### src/rtl/md_seq_ctrl_if.sv
`default_nettype none
// ============================================================================
// Module   : md_seq_ctrl_if
// Purpose  : Bundles the EX-stage <-> multiply/divide sequencer signals.
//            master = EX stage (issues ops, reads HI/LO)
//            slave  = md_seq_ctrl (owns HI/LO, reports busy/stall/done)
// Signals  : md_start, md_op[2:0], md_a_data, md_b_data, md_read, md_flush
//            (EX -> sequencer); md_hi, md_lo, md_busy, md_stall, md_done
//            (sequencer -> EX)
// Revision : 1.0  initial release
// ============================================================================
interface md_seq_ctrl_if #(
   parameter int DATA_W = 32
);
   logic              md_start;
   logic [2:0]        md_op;
   logic [DATA_W-1:0] md_a_data;
   logic [DATA_W-1:0] md_b_data;
   logic              md_read;
   logic              md_flush;
   logic [DATA_W-1:0] md_hi;
   logic [DATA_W-1:0] md_lo;
   logic              md_busy;
   logic              md_stall;
   logic              md_done;

   modport master (
      output md_start, md_op, md_a_data, md_b_data, md_read, md_flush,
      input  md_hi, md_lo, md_busy, md_stall, md_done
   );

   modport slave (
      input  md_start, md_op, md_a_data, md_b_data, md_read, md_flush,
      output md_hi, md_lo, md_busy, md_stall, md_done
   );
endinterface
`default_nettype wire

### src/rtl/md_seq_ctrl.sv
`default_nettype none
// ============================================================================
// Module   : md_seq_ctrl
// Purpose  : Iterative multiply/divide sequencer for the EX stage. Owns the
//            HI/LO pair, runs MULT/MULTU (shift-add) and DIV/DIVU (restoring
//            divide) one bit per cycle, applies MTHI/MTLO, and requests a
//            pipeline stall for MD ops or HI/LO reads issued while busy.
// Ports    : clk, rst_n (async, active-low)
//            md : md_seq_ctrl_if.slave (op issue, HI/LO, busy/stall/done)
// Config   : MD_FAST_MUL_EN - multiplies use a single-cycle product latched
//            at accept and go straight to FIXUP; divides stay iterative.
// Revision : 1.0  initial release
// ============================================================================
module md_seq_ctrl #(
   parameter int                DATA_W  = 32,
   parameter int                CNT_W   = 6,
   parameter logic [DATA_W-1:0] DIV0_LO = {DATA_W{1'b1}}
) (
   input  wire logic        clk,
   input  wire logic        rst_n,
   md_seq_ctrl_if.slave     md
);
   localparam logic [1:0] c_ST_IDLE  = 2'd0;
   localparam logic [1:0] c_ST_RUN   = 2'd1;
   localparam logic [1:0] c_ST_FIXUP = 2'd2;

   localparam logic [2:0] c_OP_MULT  = 3'd1;
   localparam logic [2:0] c_OP_MULTU = 3'd2;
   localparam logic [2:0] c_OP_DIV   = 3'd3;
   localparam logic [2:0] c_OP_DIVU  = 3'd4;
   localparam logic [2:0] c_OP_MTHI  = 3'd5;
   localparam logic [2:0] c_OP_MTLO  = 3'd6;

   localparam logic [CNT_W-1:0] c_LAST_CNT = CNT_W'(DATA_W - 1);

   logic [1:0]          r_state, w_next_state;
   logic [CNT_W-1:0]    r_cnt;
   logic [DATA_W-1:0]   r_hi, r_lo;
   logic [DATA_W-1:0]   r_b;        // multiplicand (mul) or divisor (div), magnitude
   logic [DATA_W-1:0]   r_a_raw;    // dividend as issued, returned in HI on divide-by-zero
   logic [2*DATA_W-1:0] r_acc;      // mul: {partial, multiplier}; div: {remainder, quotient}
   logic                r_sign_a, r_sign_b, r_is_div, r_div0, r_done;
   logic                w_busy, w_stall;

   // ---------------- operation decode ----------------
   logic              w_mul_op, w_div_op, w_signed_op, w_md_op, w_accept;
   logic              w_sign_a, w_sign_b;
   logic [DATA_W-1:0] w_a_abs, w_b_abs;

   assign w_mul_op    = (md.md_op == c_OP_MULT) || (md.md_op == c_OP_MULTU);
   assign w_div_op    = (md.md_op == c_OP_DIV)  || (md.md_op == c_OP_DIVU);
   assign w_signed_op = (md.md_op == c_OP_MULT) || (md.md_op == c_OP_DIV);
   assign w_md_op     = w_mul_op || w_div_op;
   // Flush beats a same-cycle issue, including MTHI/MTLO.
   assign w_accept    = (r_state == c_ST_IDLE) && md.md_start && !md.md_flush;
   assign w_sign_a    = w_signed_op && md.md_a_data[DATA_W-1];
   assign w_sign_b    = w_signed_op && md.md_b_data[DATA_W-1];
   assign w_a_abs     = w_sign_a ? -md.md_a_data : md.md_a_data;
   assign w_b_abs     = w_sign_b ? -md.md_b_data : md.md_b_data;

`ifdef MD_FAST_MUL_EN
   logic [2*DATA_W-1:0] w_fast_prod;
   assign w_fast_prod = w_a_abs * w_b_abs;
`endif

   // ---------------- one engine iteration ----------------
   // Multiply: add multiplicand into the upper half when the current
   // multiplier bit is set, then shift the whole accumulator right, carry in.
   logic [DATA_W:0]     w_mul_sum;
   logic [2*DATA_W-1:0] w_mul_next;
   assign w_mul_sum  = {1'b0, r_acc[2*DATA_W-1:DATA_W]} + {1'b0, r_b};
   assign w_mul_next = r_acc[0] ? {w_mul_sum, r_acc[DATA_W-1:1]}
                                : {1'b0, r_acc[2*DATA_W-1:1]};

   // Restoring divide: shift next dividend bit into the remainder, subtract
   // divisor when it fits. The shifted remainder is always < 2*divisor, so
   // the difference fits in DATA_W bits.
   logic [DATA_W:0]     w_div_rem;
   logic [DATA_W-1:0]   w_div_sub;
   logic                w_div_ge;
   logic [2*DATA_W-1:0] w_div_next;
   assign w_div_rem  = {r_acc[2*DATA_W-1:DATA_W], r_acc[DATA_W-1]};
   assign w_div_ge   = (w_div_rem >= {1'b0, r_b});
   assign w_div_sub  = w_div_rem[DATA_W-1:0] - r_b;
   assign w_div_next = w_div_ge ? {w_div_sub, r_acc[DATA_W-2:0], 1'b1}
                                : {w_div_rem[DATA_W-1:0], r_acc[DATA_W-2:0], 1'b0};

   // ---------------- sign fixup ----------------
   logic [2*DATA_W-1:0] w_prod;
   logic [DATA_W-1:0]   w_fix_hi, w_fix_lo;
   assign w_prod = (r_sign_a ^ r_sign_b) ? -r_acc : r_acc;

   always_comb begin
      w_fix_hi = w_prod[2*DATA_W-1:DATA_W];
      w_fix_lo = w_prod[DATA_W-1:0];
      if (r_is_div) begin
         if (r_div0) begin
            w_fix_hi = r_a_raw;
            w_fix_lo = DIV0_LO;
         end else begin
            w_fix_lo = (r_sign_a ^ r_sign_b) ? -r_acc[DATA_W-1:0] : r_acc[DATA_W-1:0];
            w_fix_hi = r_sign_a ? -r_acc[2*DATA_W-1:DATA_W] : r_acc[2*DATA_W-1:DATA_W];
         end
      end
   end

   // ---------------- FSM: state register ----------------
   always_ff @(posedge clk or negedge rst_n) begin
      if (!rst_n) r_state <= c_ST_IDLE;
      else        r_state <= w_next_state;
   end

   // ---------------- FSM: next state ----------------
   always_comb begin
      w_next_state = r_state;
      case (r_state)
         c_ST_IDLE: begin
            if (w_accept && w_md_op) begin
`ifdef MD_FAST_MUL_EN
               w_next_state = w_div_op ? c_ST_RUN : c_ST_FIXUP;
`else
               w_next_state = c_ST_RUN;
`endif
            end
         end
         c_ST_RUN: begin
            if (md.md_flush)              w_next_state = c_ST_IDLE;
            else if (r_cnt == c_LAST_CNT) w_next_state = c_ST_FIXUP;
         end
         c_ST_FIXUP: w_next_state = c_ST_IDLE;
         default:    w_next_state = c_ST_IDLE;
      endcase
   end

   // ---------------- FSM: outputs ----------------
   always_comb begin
      w_busy  = (r_state != c_ST_IDLE);
      w_stall = w_busy && (md.md_start || md.md_read);
   end

   // ---------------- datapath / HI-LO ----------------
   always_ff @(posedge clk or negedge rst_n) begin
      if (!rst_n) begin
         r_cnt    <= '0;
         r_hi     <= '0;
         r_lo     <= '0;
         r_b      <= '0;
         r_a_raw  <= '0;
         r_acc    <= '0;
         r_sign_a <= 1'b0;
         r_sign_b <= 1'b0;
         r_is_div <= 1'b0;
         r_div0   <= 1'b0;
         r_done   <= 1'b0;
      end else begin
         r_done <= 1'b0;
         case (r_state)
            c_ST_IDLE: begin
               if (w_accept) begin
                  if (md.md_op == c_OP_MTHI) r_hi <= md.md_a_data;
                  if (md.md_op == c_OP_MTLO) r_lo <= md.md_a_data;
                  if (w_md_op) begin
                     r_sign_a <= w_sign_a;
                     r_sign_b <= w_sign_b;
                     r_is_div <= w_div_op;
                     r_div0   <= w_div_op && (md.md_b_data == '0);
                     r_a_raw  <= md.md_a_data;
                     r_cnt    <= '0;
                     r_b      <= w_div_op ? w_b_abs : w_a_abs;
                     r_acc    <= {{DATA_W{1'b0}}, (w_div_op ? w_a_abs : w_b_abs)};
`ifdef MD_FAST_MUL_EN
                     if (w_mul_op) r_acc <= w_fast_prod;
`endif
                  end
               end
            end
            c_ST_RUN: begin
               r_cnt <= r_cnt + 1'b1;
               r_acc <= r_is_div ? w_div_next : w_mul_next;
            end
            c_ST_FIXUP: begin
               if (!md.md_flush) begin
                  r_hi   <= w_fix_hi;
                  r_lo   <= w_fix_lo;
                  r_done <= 1'b1;
               end
            end
            default: ;
         endcase
      end
   end

   assign md.md_hi    = r_hi;
   assign md.md_lo    = r_lo;
   assign md.md_busy  = w_busy;
   assign md.md_stall = w_stall;
   assign md.md_done  = r_done;
endmodule
`default_nettype wire
### src/flat_wrapper.sv
// flat-port wrapper written by rule: the top's interface ports become plain ports
module md_seq_ctrl_flat 
#(
   parameter int                DATA_W  = 32,
   parameter int                CNT_W   = 6,
   parameter logic [DATA_W-1:0] DIV0_LO = {DATA_W{1'b1}}
)
  (clk, rst_n, md_md_start, md_md_op, md_md_a_data, md_md_b_data, md_md_read, md_md_flush, md_md_hi, md_md_lo, md_md_busy, md_md_stall, md_md_done);
  md_seq_ctrl_if #(.DATA_W(DATA_W)) md_i ();
  input  wire logic clk;
  input  wire logic rst_n;
  input wire logic [$bits(md_i.md_start)-1:0] md_md_start;
  input wire logic [$bits(md_i.md_op)-1:0] md_md_op;
  input wire logic [$bits(md_i.md_a_data)-1:0] md_md_a_data;
  input wire logic [$bits(md_i.md_b_data)-1:0] md_md_b_data;
  input wire logic [$bits(md_i.md_read)-1:0] md_md_read;
  input wire logic [$bits(md_i.md_flush)-1:0] md_md_flush;
  output wire logic [$bits(md_i.md_hi)-1:0] md_md_hi;
  output wire logic [$bits(md_i.md_lo)-1:0] md_md_lo;
  output wire logic [$bits(md_i.md_busy)-1:0] md_md_busy;
  output wire logic [$bits(md_i.md_stall)-1:0] md_md_stall;
  output wire logic [$bits(md_i.md_done)-1:0] md_md_done;
  assign md_i.md_start = md_md_start;
  assign md_i.md_op = md_md_op;
  assign md_i.md_a_data = md_md_a_data;
  assign md_i.md_b_data = md_md_b_data;
  assign md_i.md_read = md_md_read;
  assign md_i.md_flush = md_md_flush;
  assign md_md_hi = md_i.md_hi;
  assign md_md_lo = md_i.md_lo;
  assign md_md_busy = md_i.md_busy;
  assign md_md_stall = md_i.md_stall;
  assign md_md_done = md_i.md_done;
  md_seq_ctrl #(.DATA_W(DATA_W), .CNT_W(CNT_W), .DIV0_LO(DIV0_LO)) u_core (.clk(clk), .rst_n(rst_n), .md(md_i));
endmodule
### config.mk
export PLATFORM = sky130hd
export DESIGN_NAME = md_seq_ctrl_flat
export DESIGN_NICKNAME = d
export VERILOG_FILES = /design/src/rtl/md_seq_ctrl_if.sv /design/src/rtl/md_seq_ctrl.sv /design/src/flat_wrapper.sv
export SDC_FILE = /design/constraint.sdc
export NUM_CORES = 1
export LEC_CHECK = 0
export BUFFER_PORTS_ARGS = -buffer_cell sky130_fd_sc_hd__buf_2
export CAP_MARGIN = 20
export CELL_PAD_IN_SITES_DETAIL_PLACEMENT = 1
export CELL_PAD_IN_SITES_GLOBAL_PLACEMENT = 1
export CORE_UTILIZATION = 46
export CTS_CLUSTER_DIAMETER = 40
export CTS_CLUSTER_SIZE = 40
export DETAILED_ROUTE_END_ITERATION = 10
export PLACE_DENSITY_LB_ADDON = 0.05
export SYNTH_ARGS = -nofsm -noshare
export SYNTH_HDL_FRONTEND = slang
export SYNTH_SLANG_ARGS = --single-unit
### constraint.sdc
create_clock -name clk -period 4.85 [get_ports clk]
set_clock_uncertainty 0.2 [all_clocks]
set_input_delay 0.2425 -clock clk [delete_from_list [all_inputs] [get_ports clk]]
set_output_delay 0.2425 -clock clk [all_outputs]
set_load 0.01 [all_outputs]
== Word-level counts from Yosys, hierarchy flattened ==
Index checks and enable logic that the tools add are counted.

* Flip-flop bits (word level): 205
* Memory bits (writable): 0
* Latch bits: 0
* Word-level logic and storage cells: 95
* Memory bits (read-only): 0
* Bits of input ports: 72
* Memories kept: 0

* Bitwise gates (word level): 1
* Multiply operators: 0
* Mux-type cells: 34
* Div/mod/pow operators: 0
* $lt $le $gt $ge: 1
* Add/subtract/negate cells: 8
* Reduce and logical (&&, ||, !) cells: 23
* Equality and inequality tests: 16
* Shift-type cells: 0

{| class="wikitable"
|+ Operators with widths
! cell !! count
|-
| 2-to-1 mux 32 bit || 16
|-
| 2-to-1 mux 64 bit || 6
|-
| negator 32 bit || 4
|-
| case mux 32 bit (2 select lines) || 2
|-
| case mux 64 bit (2 select lines) || 1
|-
| negator 64 bit || 1
|-
| adder 32 x 32 -> 33 bit || 1
|-
| >= comparator 33 x 32 -> 1 bit || 1
|-
| logical NOT 32 bit || 1
|-
| subtractor 32 bit || 1
|-
| 2-to-1 mux 6 bit || 2
|-
| case mux 6 bit (2 select lines) || 1
|-
| == test 3 bit (second input constant) || 3
|-
| inequality test 2 bit (second input constant) || 4
|-
| AND reduction 4 bit || 2
|-
| logical AND 1 bit || 7
|-
| adder 6 x 1 -> 6 bit (second input constant) || 1
|-
| == test 3 x 2 -> 1 bit (second input constant) || 2
|-
| == test 6 x 5 -> 1 bit (second input constant) || 1
|-
| 2-to-1 mux 2 bit || 3
|-
| AND reduction 3 bit || 2
|-
| nonzero test 2 bit || 3
|-
| logical OR 1 bit || 5
|-
| inequality test 2 x 1 -> 1 bit (second input constant) || 2
|-
| other kinds (10) || 11
|}

== Depth between registers and ports, before layout ==
* Word-level depth: 8
* Gate-level depth with buffers: 14
* Mapped depth without buffers: 14

== Worst setup path before layout ==
OpenSTA, ideal clock, no wires.

* Path kind: flip-flop to flip-flop
* Start: register u_core.r_acc[32]
* End: register u_core.r_acc[61]
* Arrival time: 3.118 ns
* Clock period less this slack: 3.400 ns
* Cell stages (with the launch flop): 14
* Path slack: 1.450 ns
* Path buffers: 0
* Required time: 4.568 ns
* Cells stage by stage: dfrtp_1 -> ha_1 -> inv_1 -> fa_1 -> nor2b_1 -> o211ai_1 -> a31o_2 -> o211a_1 -> o32a_1 -> o21ai_0 -> and2_1 -> o21ai_0 -> mux2_2 -> a31oi_1

* Longest elaborated chain between the ends: 4
* Elaborated cells on any way between the ends: 7
* Those cells by class: 2 x add/sub; 1 x order compare; 4 x mux

{| class="wikitable"
|+ Ends and longest elaborated chain
! what !! line !! RTL
|-
| start: declaration || md_seq_ctrl.sv:41 || <nowiki>logic [2*DATA_W-1:0] r_acc;</nowiki>
|-
| start signal: assignment || md_seq_ctrl.sv:170 || <nowiki>r_acc <= {{DATA_W{1'b0}}, (w_div_op ? w_a_abs : w_b_abs)};</nowiki>
|-
| start signal: assignment || md_seq_ctrl.sv:179 || <nowiki>r_acc <= r_is_div ? w_div_next : w_mul_next;</nowiki>
|-
| adder 32 x 32 -> 33 bit (tied with other cells) || md_seq_ctrl.sv:71 || <nowiki>assign w_mul_sum = {1'b0, r_acc[2*DATA_W-1:DATA_W]} + {1'b0, r_b};</nowiki>
|-
| 2-to-1 mux 64 bit (on tied branches) || md_seq_ctrl.sv:72, md_seq_ctrl.sv:85 ||
|-
| 2-to-1 mux 64 bit * || md_seq_ctrl.sv:179 ||
|-
| case mux 64 bit (2 select lines) * || md_seq_ctrl.sv:157 || <nowiki>case (r_state)</nowiki>
|}

Every way passes the cells marked *; elsewhere a longest branch is shown, timed or not.
A chain may end at the register's enable or synchronous reset.

== Worst setup path in the final report ==
Same ends and word-level chain as after synthesis.

==> reports/qor.yml <==
power_frac_seq_pct: 23.8
critPathArrivalTime_ps: 4280
dr.first_iter.drc_count: 1369
vias: 18510
die-width_um: 196.3
grt_usage_pct: 39.10
ys_seq_area_share_pct: 29.54
synth.distinct_cells: 78
synth_area_leaders: "dfrtp_1 (30%), nand2_1 (8.6%), o21ai_0 (6.5%), xnor2_1 (5.1%), ha_1 (5.0%)"
core_area_um2: 36870
grt_max_degree: 105
final_common_cell: "nand2_1"
antenna_found_initial: 3
synthesis.nets: 2433
crit_chain: "ha_1 -> inv_1 -> fa_1 -> nor2b_1 -> o211ai_1 -> a31o_2 -> o211a_1 -> o32a_1 -> o21ai_0 -> and2_1 -> o21ai_0 -> mux2_2 -> a31oi_1"
die_area_um2: 38530
period_share_pct: 82.31
setup_viol: 0
drc: 0
htreeDepth: 2
synth_edf_count: 0
clk_latency_ps: 570
place_hpwl_mm: 54.41
cp_max_fo: 11
ys_seq_elements: 205
ioPinCount: 139
status: "finished clean"
cpMaxStageDelayCell: "dfrtp_1"
clock-sinks: 205
hold_depth: 5
finish.instance_area_um2: 20450
syn_avg_cell_area_um2: 7.583
setup_tns_ps: 0
rsz0062_at_grt: "no"
via_per_inst: 6.330
ir_drop_mv: 0.2597
power_leakage_nw: 9.101
hp-class: "primary input to flop"
layout_common_cells: "nand2_1 (396), o21ai_0 (224), dfrtp_1 (204)"
clock_power_share_pct: 24.5
overflow: 0
drv_cap: 0
power_w: 0.01315
wirelength_mm: 75.38
grt_pass1_vias: 19140
cts-hold-fix-buffers: 47
dp.cells: 2797
numPortBuffers: 138
power.switching_w: 0.006136
seqCellArea_um2: 5134
synthDominantCellAreaShare_pct: 29.54
hold_viol_final: 0
cts.clk_slew.worst_paths_ps: 50
critPathRequiredTime_ps: 5140
p_comb_share_pct: 51.7
wl_per_cell_um: 25.78
fin_crit_ps: 3992
switching_share_pct: 46.66
crit_path_frequent_cell: "o21ai_0"
synth_area_um2: 17370
slew_violations: 0
fillers: 4546
p_per_area_nw_per_um2: 643.1
fin_nets: 2531
place.gp.congestion: 0.9504
cts_tree: "done"
synth_ff_type: "dfrtp_1"
crit_path_end_kind: "flop"
drive_gt1_share_pct: 12.77
start_kind: "flop"
syn2layout_area_growth_pct: 17.75
rows: 70
clock.fmax_mhz: 250.5
clockBufferDepth: 3
worstMarginPinSlew_ps: 1136
hold_slack_ps: 26.65
internal_power_w: 0.007014
cts_resized: 0
initial_core_util_pct: 47.10
path_class: "flop to flop"
multi_input_area_um2: 11360
slew_headroom_pct: 24.28
die_y_um: 196.3
grt_pass1_wl_mm: 114.1
synth_area_leader_cell: "dfrtp_1"
synthCells: 2290
synthArstFlopShare_pct: 100.0
finalNonFillerCells: 2924
worstRegToRegCells: 13
post_cts_buffers: 0
cts-root-buf: "clkbuf_16"
cts_buffers: 45
drt_pre_antenna_iters: 5
max_stage_delay_ps: 560
ys_warn_count: 0
placed_cell_area_um2: 18390
antenna_left: 0
[through the flow]
| stage | util, % | worst slack, ps |
|---|---|---|
| after floorplan | - | 1450 |
| after global placement | 49.88 | 995.7 |
| after detailed placement | 49.88 | 941.5 |
| after CTS | 55.38 | 888.7 |
| after global routing | 55.45 | 637.9 |
| final | 55.46 | 857.8 |
[layer usage]
metal / vias up / wire length [µm] / GRT usage [%]
met5: - / 0 / 0
met4: 0 / 4543 / 23.38
met3: 235 / 5747 / 8.045
met2: 747 / 34350 / 62.24
met1: 9213 / 30740 / 48.81
li1: 8313 / - / -
[worst max-delay path, delay by kind of cell (launching register included)]
kind                     cells  cell delay [ps]
AO/OA/AOI/OAI                7             1750
adder cells (fa/ha/maj)      2              620
flip-flops                   1              560
AND/OR/NAND/NOR              2              430
multiplexers                 1              280
buffers and inverters        1               60
[synth_stat cells (6+ instances only)]
cell,n
o31ai_1,26
or2_2,11
buf_1,11
and2_1,12
mux2i_1,65
inv_1,69
nor3_1,45
and3_1,11
dfrtp_1,205
xnor2_1,101
o41ai_1,8
xor2_1,96
o21a_1,11
nand2b_1,16
o21ai_1,6
clkbuf_1,148
a22o_1,11
o221ai_1,7
a21oi_1,162
buf_2,9
a21o_1,28
a221o_1,7
or4_1,11
mux2_2,8
o22ai_1,39
nand2_1,397
a311oi_1,8
or3_1,13
a22oi_1,13
ha_1,69
nor2_1,171
nand3_1,47
nand4_1,19
a31oi_1,38
o21bai_1,7
nor2b_1,14
a211oi_1,19
o211ai_1,28
o21ai_0,225
nor4_1,17
a32o_1,14
[state kept, by name, indices dropped and copies added (netlist names)]
| register | count |
|---|---|
| u_core.r_acc | 64 |
| u_core.md.md_hi | 32 |
| u_core.md.md_lo | 32 |
| u_core.r_a_raw | 32 |
| u_core.r_b | 32 |
| u_core.r_cnt | 6 |
| u_core.r_state | 2 |
| u_core.md.md_done | 1 |
| u_core.r_div0 | 1 |
| u_core.r_is_div | 1 |
| u_core.r_sign_a | 1 |
| u_core.r_sign_b | 1 |
[final cells by class]
class                      instances  area share [%]
clock inverter                    21           1.371
tap                              504           3.084
timing repair buffer             223           7.343
clock buffer                      57           6.229
inverter                          72           1.322
multi-input combinational       1841           55.53
antenna                            1         0.01224
sequential                       205           25.11
[power by group through the flow]
stage               clock network, W  registers (W)  logic [W]
floorplan                          0        0.00265    0.00492
global placement                   0        0.00309    0.00639
detailed placement                 0        0.00312    0.00659
CTS                          0.00324        0.00310    0.00670
global route                 0.00331        0.00318    0.00741
finish                       0.00322        0.00313    0.00680
[logic make-up after synthesis]
logic type      synth area share [%]
buf+inv                        5.469
fa+ha+maj                      5.202
xor+xnor                       9.936
flops                          29.54
mux                            4.265
compound gates                 24.35
simple gates                   21.24
[worst paths after layout]
path	slack (ps)	startpoint	end
min in group asynchronous	160	rst_n	u_core.r_acc[46]
worst max-delay path	860	u_core.r_acc[32]	u_core.r_acc[61]
worst max register to register	860	u_core.r_acc[32]	u_core.r_acc[61]
max in group asynchronous	3100	rst_n	u_core.r_b[25]
worst min-delay path	30	md_md_b_data[24]	u_core.r_acc[24]
worst min register to register	270	u_core.md.md_hi[20]	u_core.md.md_hi[20]
(Power assumes the default switching activity.)
